<file path="config.mk">
export PLATFORM = sky130hd
export DESIGN_NAME = axi4lite_rd_arbiter
export DESIGN_NICKNAME = d
export VERILOG_FILES = /design/src/rtl/axi4lite_pkg.sv /design/src/rtl/axi4lite_rd_arbiter_rr_pick.sv /design/src/rtl/axi4lite_rd_arbiter.sv
export SDC_FILE = /design/constraint.sdc
export NUM_CORES = 1
export LEC_CHECK = 0
export CAP_MARGIN = 0
export CORE_ASPECT_RATIO = 2
export CORE_MARGIN = 2
export CORE_UTILIZATION = 33
export CTS_BUF_LIST = sky130_fd_sc_hd__clkbuf_16
export DETAILED_ROUTE_END_ITERATION = 16
export PLACE_DENSITY = 0.78
export SYNTH_ARGS = -nofsm -noshare
export SYNTH_HDL_FRONTEND = slang
export SYNTH_SLANG_ARGS = --single-unit
</file>
<file path="constraint.sdc">
create_clock -name clk -period 1.6 [get_ports clk]
set_input_delay 0.24 -clock clk [delete_from_list [all_inputs] [get_ports clk]]
set_output_delay 0.24 -clock clk [all_outputs]
set_load 0.005 [all_outputs]
</file>
<file path="src/rtl/axi4lite_pkg.sv">
// Shared AXI4-Lite types: response codes and the read-arbiter FSM states.
package axi4lite_pkg;

    typedef enum logic [1:0] {
        OKAY   = 2'b00,
        EXOKAY = 2'b01,
        SLVERR = 2'b10,
        DECERR = 2'b11
    } axi_resp_t;

    typedef enum logic [1:0] {
        IDLE = 2'b00,
        ADDR = 2'b01,
        DATA = 2'b10
    } rd_arb_state_t;

endpackage

</file>
<file path="src/rtl/axi4lite_rd_arbiter_rr_pick.sv">
// Combinational round-robin selector: first set request after last_gnt, wrapping.
module rr_pick #(
    parameter int NUM_REQ = 4,
    parameter int IDX_W   = (NUM_REQ > 1) ? $clog2(NUM_REQ) : 1
) (
    input  logic [NUM_REQ-1:0] req,
    input  logic [IDX_W-1:0]   last_gnt,
    output logic [IDX_W-1:0]   gnt_idx,
    output logic               gnt_any
);

    logic [IDX_W-1:0] idx;

    // Scan from the farthest offset down so the nearest requester after last_gnt wins.
    always_comb begin
        gnt_any = 1'b0;
        gnt_idx = '0;
        idx     = '0;
        for (int k = NUM_REQ; k >= 1; k--) begin
            idx = IDX_W'((int'(last_gnt) + k) % NUM_REQ);
            if (req[idx]) begin
                gnt_any = 1'b1;
                gnt_idx = idx;
            end
        end
    end

endmodule

</file>
<file path="src/rtl/axi4lite_rd_arbiter.sv">
// Round-robin sharing of one AXI4-Lite read master port, one transaction outstanding.
module axi4lite_rd_arbiter
    import axi4lite_pkg::*;
#(
    parameter int ADDR_WIDTH = 32,
    parameter int DATA_WIDTH = 32,
    parameter int NUM_REQ    = 4
) (
    input  logic                          clk,
    input  logic                          rst,
    input  logic [NUM_REQ-1:0]            req_valid,
    input  logic [NUM_REQ*ADDR_WIDTH-1:0] req_addr,
    output logic [NUM_REQ-1:0]            req_ready,
    output logic [NUM_REQ-1:0]            rsp_valid,
    output logic [DATA_WIDTH-1:0]         rsp_data,
    output logic [1:0]                    rsp_resp,
    output logic                          busy,
    output logic [ADDR_WIDTH-1:0]         ARADDR,
    output logic                          ARVALID,
    input  logic                          ARREADY,
    input  logic                          RVALID,
    input  logic [DATA_WIDTH-1:0]         RDATA,
    input  logic [1:0]                    RRESP,
    output logic                          RREADY
);

    localparam int IDX_W = (NUM_REQ > 1) ? $clog2(NUM_REQ) : 1;

    rd_arb_state_t         state_q, state_d;
    logic [IDX_W-1:0]      gnt_q, last_gnt_q, pick_idx;
    logic                  pick_any;
    logic                  latch_req, ar_hs, r_hs;
    logic [ADDR_WIDTH-1:0] araddr_q;
    logic [DATA_WIDTH-1:0] rsp_data_q;
    axi_resp_t             rsp_resp_q;
    logic [NUM_REQ-1:0]    rsp_valid_q, gnt_oh;
    logic [ADDR_WIDTH-1:0] addr_arr [NUM_REQ];

    for (genvar i = 0; i < NUM_REQ; i++) begin : g_addr
        assign addr_arr[i] = req_addr[i*ADDR_WIDTH +: ADDR_WIDTH];
    end

    rr_pick #(
        .NUM_REQ (NUM_REQ),
        .IDX_W   (IDX_W)
    ) u_pick (
        .req      (req_valid),
        .last_gnt (last_gnt_q),
        .gnt_idx  (pick_idx),
        .gnt_any  (pick_any)
    );

    always_comb begin
        state_d   = state_q;
        latch_req = 1'b0;
        ar_hs     = 1'b0;
        r_hs      = 1'b0;
        case (state_q)
            IDLE: begin
                if (pick_any) begin
                    latch_req = 1'b1;
                    state_d   = ADDR;
                end
            end
            ADDR: begin
                if (ARREADY) begin
                    ar_hs   = 1'b1;
                    state_d = DATA;
                end
            end
            DATA: begin
                if (RVALID) begin
                    r_hs    = 1'b1;
                    state_d = IDLE;
                end
            end
            default: state_d = IDLE;
        endcase
    end

    always_ff @(posedge clk or negedge rst) begin
        if (!rst) begin
            state_q     <= IDLE;
            gnt_q       <= '0;
            last_gnt_q  <= IDX_W'(NUM_REQ - 1);
            araddr_q    <= '0;
            rsp_data_q  <= '0;
            rsp_resp_q  <= OKAY;
            rsp_valid_q <= '0;
        end else begin
            state_q     <= state_d;
            rsp_valid_q <= '0;
            if (latch_req) begin
                gnt_q    <= pick_idx;
                araddr_q <= addr_arr[pick_idx];
            end
            // RRESP is forwarded verbatim, error codes included.
            if (r_hs) begin
                rsp_data_q  <= RDATA;
                rsp_resp_q  <= axi_resp_t'(RRESP);
                rsp_valid_q <= gnt_oh;
                last_gnt_q  <= gnt_q;
            end
        end
    end

    assign gnt_oh    = NUM_REQ'(1) << gnt_q;
    assign req_ready = ar_hs ? gnt_oh : '0;
    assign ARVALID   = (state_q == ADDR);
    assign RREADY    = (state_q == DATA);
    assign busy      = (state_q != IDLE);
    assign ARADDR    = araddr_q;
    assign rsp_data  = rsp_data_q;
    assign rsp_resp  = rsp_resp_q;
    assign rsp_valid = rsp_valid_q;

endmodule

</file>
## After elaboration in Yosys (flattened, before gate mapping)

Index checks and enable logic that the tools add are counted.

- Flip-flop bits (word level): 76
- Bits of input ports: 170
- Output and inout bits: 77
- Word-level logic and storage cells: 57

- Add/subtract/negate cells: 4
- Order comparisons: 5
- Eq/ne operators: 5
- Shift operators: 1
- Multiplexer cells: 31
- Bitwise logic cells: 1
- Reductions and logical operators: 3

Operators with widths:

| operator | number |
|---|---|
| binary-select mux 32 bit (select 2 bit) | 1 |
| two-way mux 32 bit | 2 |
| two-way mux 1 bit | 14 |
| two-way mux 2 bit | 7 |
| less-than comparator 2 x 3 -> 1 bit (second input constant) | 4 |
| binary-select mux 1 bit (select 2 bit) | 4 |
| two-way mux 4 bit | 2 |
| case mux 2 bit (3 select lines) | 1 |
| adder 2 x 1 -> 2 bit (second input constant) | 2 |
| adder 2 bit (second input constant) | 2 |
| inequality test 2 bit (second input constant) | 2 |
| left shift 1 x 2 -> 4 bit (first input constant) | 1 |
| greater-or-equal comparator 3 bit (second input constant) | 1 |
| NOT 2 -> 3 bit | 1 |
| AND reduction 3 bit | 1 |
| equality test 2 x 1 -> 1 bit (second input constant) | 1 |
| equality test 2 bit (second input constant) | 1 |
| zero test 2 bit | 1 |
| inequality test 2 x 1 -> 1 bit (second input constant) | 1 |
| nonzero test 2 bit | 1 |

## Longest topological paths before layout

- Depth after elaboration: 11
- Depth in mapped cells: 7
- Gate-level depth less buffers: 5

## Hierarchy

From an unflattened synthesis, not the netlist that was laid out.

- Cell total of the unflattened synthesis: 228
- Area total of the unflattened synthesis: 3,890.0 sq um

Modules (own cells, without submodules):

| module | instances | cells an instance | area an instance (sq um) | sequential area each (sq um) |
|---|---|---|---|---|
| axi4lite_rd_arbiter | 1 | 214 | 3,798.6 | 1,904.3 |
| rr_pick | 1 | 14 | 91.3 | 0.0 |

## Least setup slack after synthesis

Ideal clock, no wire load.

- Kind: register to register
- From: register last_gnt_q[0]
- To: register araddr_q[10] (netlist: ARADDR[10])
- Arrival time: 1.582 ns
- Required time: 1.458 ns
- Slack: -0.124 ns
- Cell stages (with the launch flop): 8
- Path buffers: 2
- Path through: dfstp_2 -> nand2b_1 -> o21ai_1 -> a211oi_2 -> buf_6 -> buf_12 -> mux2i_1 -> o221ai_1

- Cells in the longest elaborated chain, start to end: 11
- Elaborated cells on any way between the ends: 26
- Classes of those cells: add/sub (4); mux (21); bitwise (1)

RTL lines:

| item | RTL line | text |
|---|---|---|
| start: declaration | axi4lite_rd_arbiter.sv:30 | `logic [IDX_W-1:0] gnt_q, last_gnt_q, pick_idx;` |
| start signal: assignment | axi4lite_rd_arbiter.sv:85 | `last_gnt_q <= IDX_W'(NUM_REQ - 1);` |
| start signal: assignment | axi4lite_rd_arbiter.sv:102 | `last_gnt_q <= gnt_q;` |
| adder 2 x 1 -> 2 bit | axi4lite_rd_arbiter_rr_pick.sv:20 | `idx = IDX_W'((int'(last_gnt) + k) % NUM_REQ);` |
| binary-select mux 1 bit (select 2 bit) | axi4lite_rd_arbiter_rr_pick.sv:21 | `if (req[idx]) begin` |
| two-way mux 1 bit (implied by the code) | axi4lite_rd_arbiter_rr_pick.sv:21 |  |
| two-way mux 2 bit (4 in a row) | axi4lite_rd_arbiter_rr_pick.sv:21 |  |
| NOT 2 -> 3 bit (implied by the code) | axi4lite_rd_arbiter.sv:95 | `araddr_q <= addr_arr[pick_idx];` |
| binary-select mux 32 bit (select 2 bit) | axi4lite_rd_arbiter.sv:95 |  |
| two-way mux 32 bit (implied by the code) (2 in a row) | axi4lite_rd_arbiter.sv:95 |  |
| end signal: assignment | axi4lite_rd_arbiter.sv:95 |  |
| end: declaration | axi4lite_rd_arbiter.sv:33 | `logic [ADDR_WIDTH-1:0] araddr_q;` |

Several ways; a longest one is shown, not always the timed one. The select of a mux whose other input is x is not followed.
A chain may end at the register's enable or synchronous reset.

## Worst setup path after layout

- From: register last_gnt_q[0]
- To: register araddr_q[22] (netlist: ARADDR[22])

The elaborated chain is that of the path after synthesis.

==> run_results.csv <==
group,metric,value,unit
outcome,outcome,"finished with violations",
outcome,violations,"negative setup slack",
routing,wirelength,13710,um
placement,place_hpwl,9437,um
critical_path,start_kind,"register",
sta,fin_ws,-0.3583,ns
power,power.share.switching,0.3240,
layout,syn_to_final_growth,94.44,%
placement,dp_cells,687,
floorplan,io_pins,247,
synth,synth_area,3734,um2
synth,synth_top_family_by_area,"multiplexers",
placement,gp_congestion,0.7710,
synth,synth_nets,472,
routing,viasPerCell,5.095,
min_path,hp-class,"primary input to async pin",
global_route,grt.total_usage,0.2164,
critical_path,critical_path_class,"register to register",
sta,slew_headroom,0.7029,
sta,min_period,1.958,ns
cts,clock_sinks,76,
global_route,top_usage_layer,"met2",
global_route,grt_max_degree,36,
cts,cts_buffer_depth,2,
global_route,gr-usage-met1,0.2216,
sta,whs,0.4118,ns
floorplan,die_w,79.21,um
cts,cts_buffers,9,
synth,synth_top_area_cell,"dfrtp_1",
layout,final_cells,725,
synth,synthMuxAreaShare,0.2802,
global_route,gr-usage-met3,0.09510,
sta,fmax,510.6,MHz
layout,drive_gt1_frac,0.2007,
critical_path,worstPathRequired,1.80,ns
routing,drc,0,
synth,avgSynthCellArea,12.36,um2
cts,htreeDepth,3,
sta,hold_violations,0,
floorplan,dieArea,12230,um2
synth,synth_simple_gate_area_frac,0.06971,
power,combPwrFrac,0.553,
routing,drt_iter0_drc,130,
synth,yosysWarningCount,0,
run,max-cap-violations,0,
synth,yosysTopAreaCellShare,0.4960,
power,p_sw,3.963,mW
sta,setup_viol,32,
cts,cts_tree,"done",
floorplan,start_util,0.3349,
routing,ant_nets,0,
global_route,grt_pass1_wl,20110,um
synth,synthTopCellsByArea,"dfrtp_1, mux2i_1, o221ai_1",
cts,clk_pin_slew,0.06,ns
cts,clk_latency,0.33,ns
synth,netlist_instances,302,
synth,synth_seq_area_share,0.5101,
power,pwr_density_cell,1685,nW/um2
global_route,grt_overflow_total,0,
floorplan,core_area,11150,um2
global_route,antenna_found_initial,0,
synth,synthDistinctLibCells,25,
critical_path,cp-end-kind,"register",
power,ir_drop,898.3,uV
layout,num_antenna_cells,0,
global_route,grt_pass1_vias,3938,
synth,synth_xor_area_frac,0,
synth,yosys.area_share.adder,0,
sta,report.final.slew_viol_count,0,
sta,fin_crit_sh,1.224,
global_route,grtUsageMet2,0.3810,
sta,worstMarginPinSlew,0.4457,ns
sta,rsz0062_at_grt,"true",
power,pwr-share-seq,0.281,
power,power.total,12.23,mW
layout,nNetsFinal,748,
power,power_frac_clock,0.167,
synth,ys_ff_latch,76,
synth,synth-compound-area-share,0.09015,
critical_path,cp.arrival,2.16,ns
floorplan,die_y,154.4,um
cts,clk_root_buffer_cell,"clkbuf_16",
sta,fin_worst_skew,0.006497,ns
routing,num_vias,3694,
power,intPower,8.269,mW
power,power.leakage,3.085,nW
routing,first_pass_iters,4,
layout,utilization,0.6512,
floorplan,num_rows,55,
critical_path,cp_max_fo,4,
placement,pre_cts_ws,-0.6410,ns
routing,wl_per_cell,18.90,um
placement,io_buffers,246,
[routing by layer]
layer,vias to the layer above,share of wire
met2,255,0.49
met1,1748,0.36
met5,-,0
met4,0,0.031
met3,28,0.12
li1,1663,-
[path summary, 6_finish.rpt]
check | end | slack, ns | start | cells after the start
min in group clk | ARADDR[13] | 0.48 | ARADDR[13] | 2
setup / recovery | ARADDR[22] | -0.36 | last_gnt_q[0] | 8
setup reg to reg | ARADDR[22] | -0.36 | last_gnt_q[0] | 8
hold / removal | rsp_data[26] | 0.41 | rst | 2
hold reg to reg | ARADDR[13] | 0.48 | ARADDR[13] | 2
max in group asynchronous | ARADDR[5] | 0.68 | rst | 3
[power by group through the flow]
stage / clock network, mW / logic, mW / registers, mW
2_1_floorplan: 0 / 2.60 / 3.43
3_3_place_gp: 0 / 5.47 / 3.40
3_5_place_dp: 0 / 5.56 / 3.44
4_1_cts: 2.10 / 6.45 / 3.42
5_1_grt: 2.18 / 7.21 / 3.54
6_report: 2.04 / 6.76 / 3.43
[per-stage QoR]
stage               setup TNS, ns  instance area (um2)
finish                     -8.255                 7259
global route               -11.05                 7259
CTS                        -9.913                 7088
detailed placement         -18.06                 6437
global placement           -16.76                 6437
floorplan                  -2.813                 3745
[flip-flops by register name (all words and copies together), names as in the netlist]
register    count
ARADDR         32
rsp_data       32
rsp_valid       4
gnt_q           2
last_gnt_q      2
rsp_resp        2
state_q         2
[worst max-delay path: stages, from the launching register on]
cell,delay [ns]
dfstp_2,0.54
nand2b_4,0.14
o21ai_4,0.06
a211oi_4,0.21
buf_6,0.16
buf_12,0.14
clkbuf_16,0.15
mux2i_1,0.29
o221ai_2,0.13
[final cells by class]
cell class	count	area, um2
multi-input cells	202	1822
well taps	142	177.7
clock inverters	7	75.07
repair buffers	286	3042
clock buffers	9	225.2
inverters	3	11.26
fillers	908	3889
flip-flops and latches	76	1907
[synthesized netlist by cell type (all sizes together)]
cell / instances
a211oi: 2
a21oi: 1
buf: 12
clkbuf: 9
dfrtp: 74
dfstp: 2
inv: 3
mux2: 36
mux2i: 64
nand2: 40
nand2b: 6
nand3: 1
nor2: 10
nor2b: 1
nor3: 3
o211ai: 1
o21ai: 3
o221ai: 33
or2: 1
[cells by family after synthesis]
logic type | Yosys count
AOI/OAI and AO/OA | 40
DFF | 76
buffers and inverters | 24
muxes | 100
and+or+nand+nor | 62
[layout by cell type (no fill, tap or decap), types with 2 or more instances in the layout]
cell type / count
dfstp_2: 2
buf_12: 10
buf_2: 2
clkinvlp_4: 2
o221ai_2: 2
inv_1: 3
buf_6: 6
dfrtp_2: 2
nand2b_1: 4
mux2i_1: 52
clkinv_4: 2
nor3_1: 2
mux2i_4: 5
nor2_4: 2
buf_4: 17
clkbuf_2: 2
o221ai_1: 31
mux2_2: 25
buf_16: 5
nand2_1: 37
dfrtp_1: 72
nand2_2: 3
nor2_1: 7
mux2_1: 11
mux2i_2: 7
nand2b_4: 2
clkdlybuf4s50_1: 237
clkbuf_16: 12
[repair_timing]
action                                  in CTS  in global routing
setup buffers                               10                  4
endpoints found under the setup margin      40                 53
hold endpoints to repair                    24                  0
pin swaps                                    4                  9
gates resized for setup                     36                 33
hold buffers                                 1                  0
cloned                                       5                  3
(Power assumes the default switching activity.)
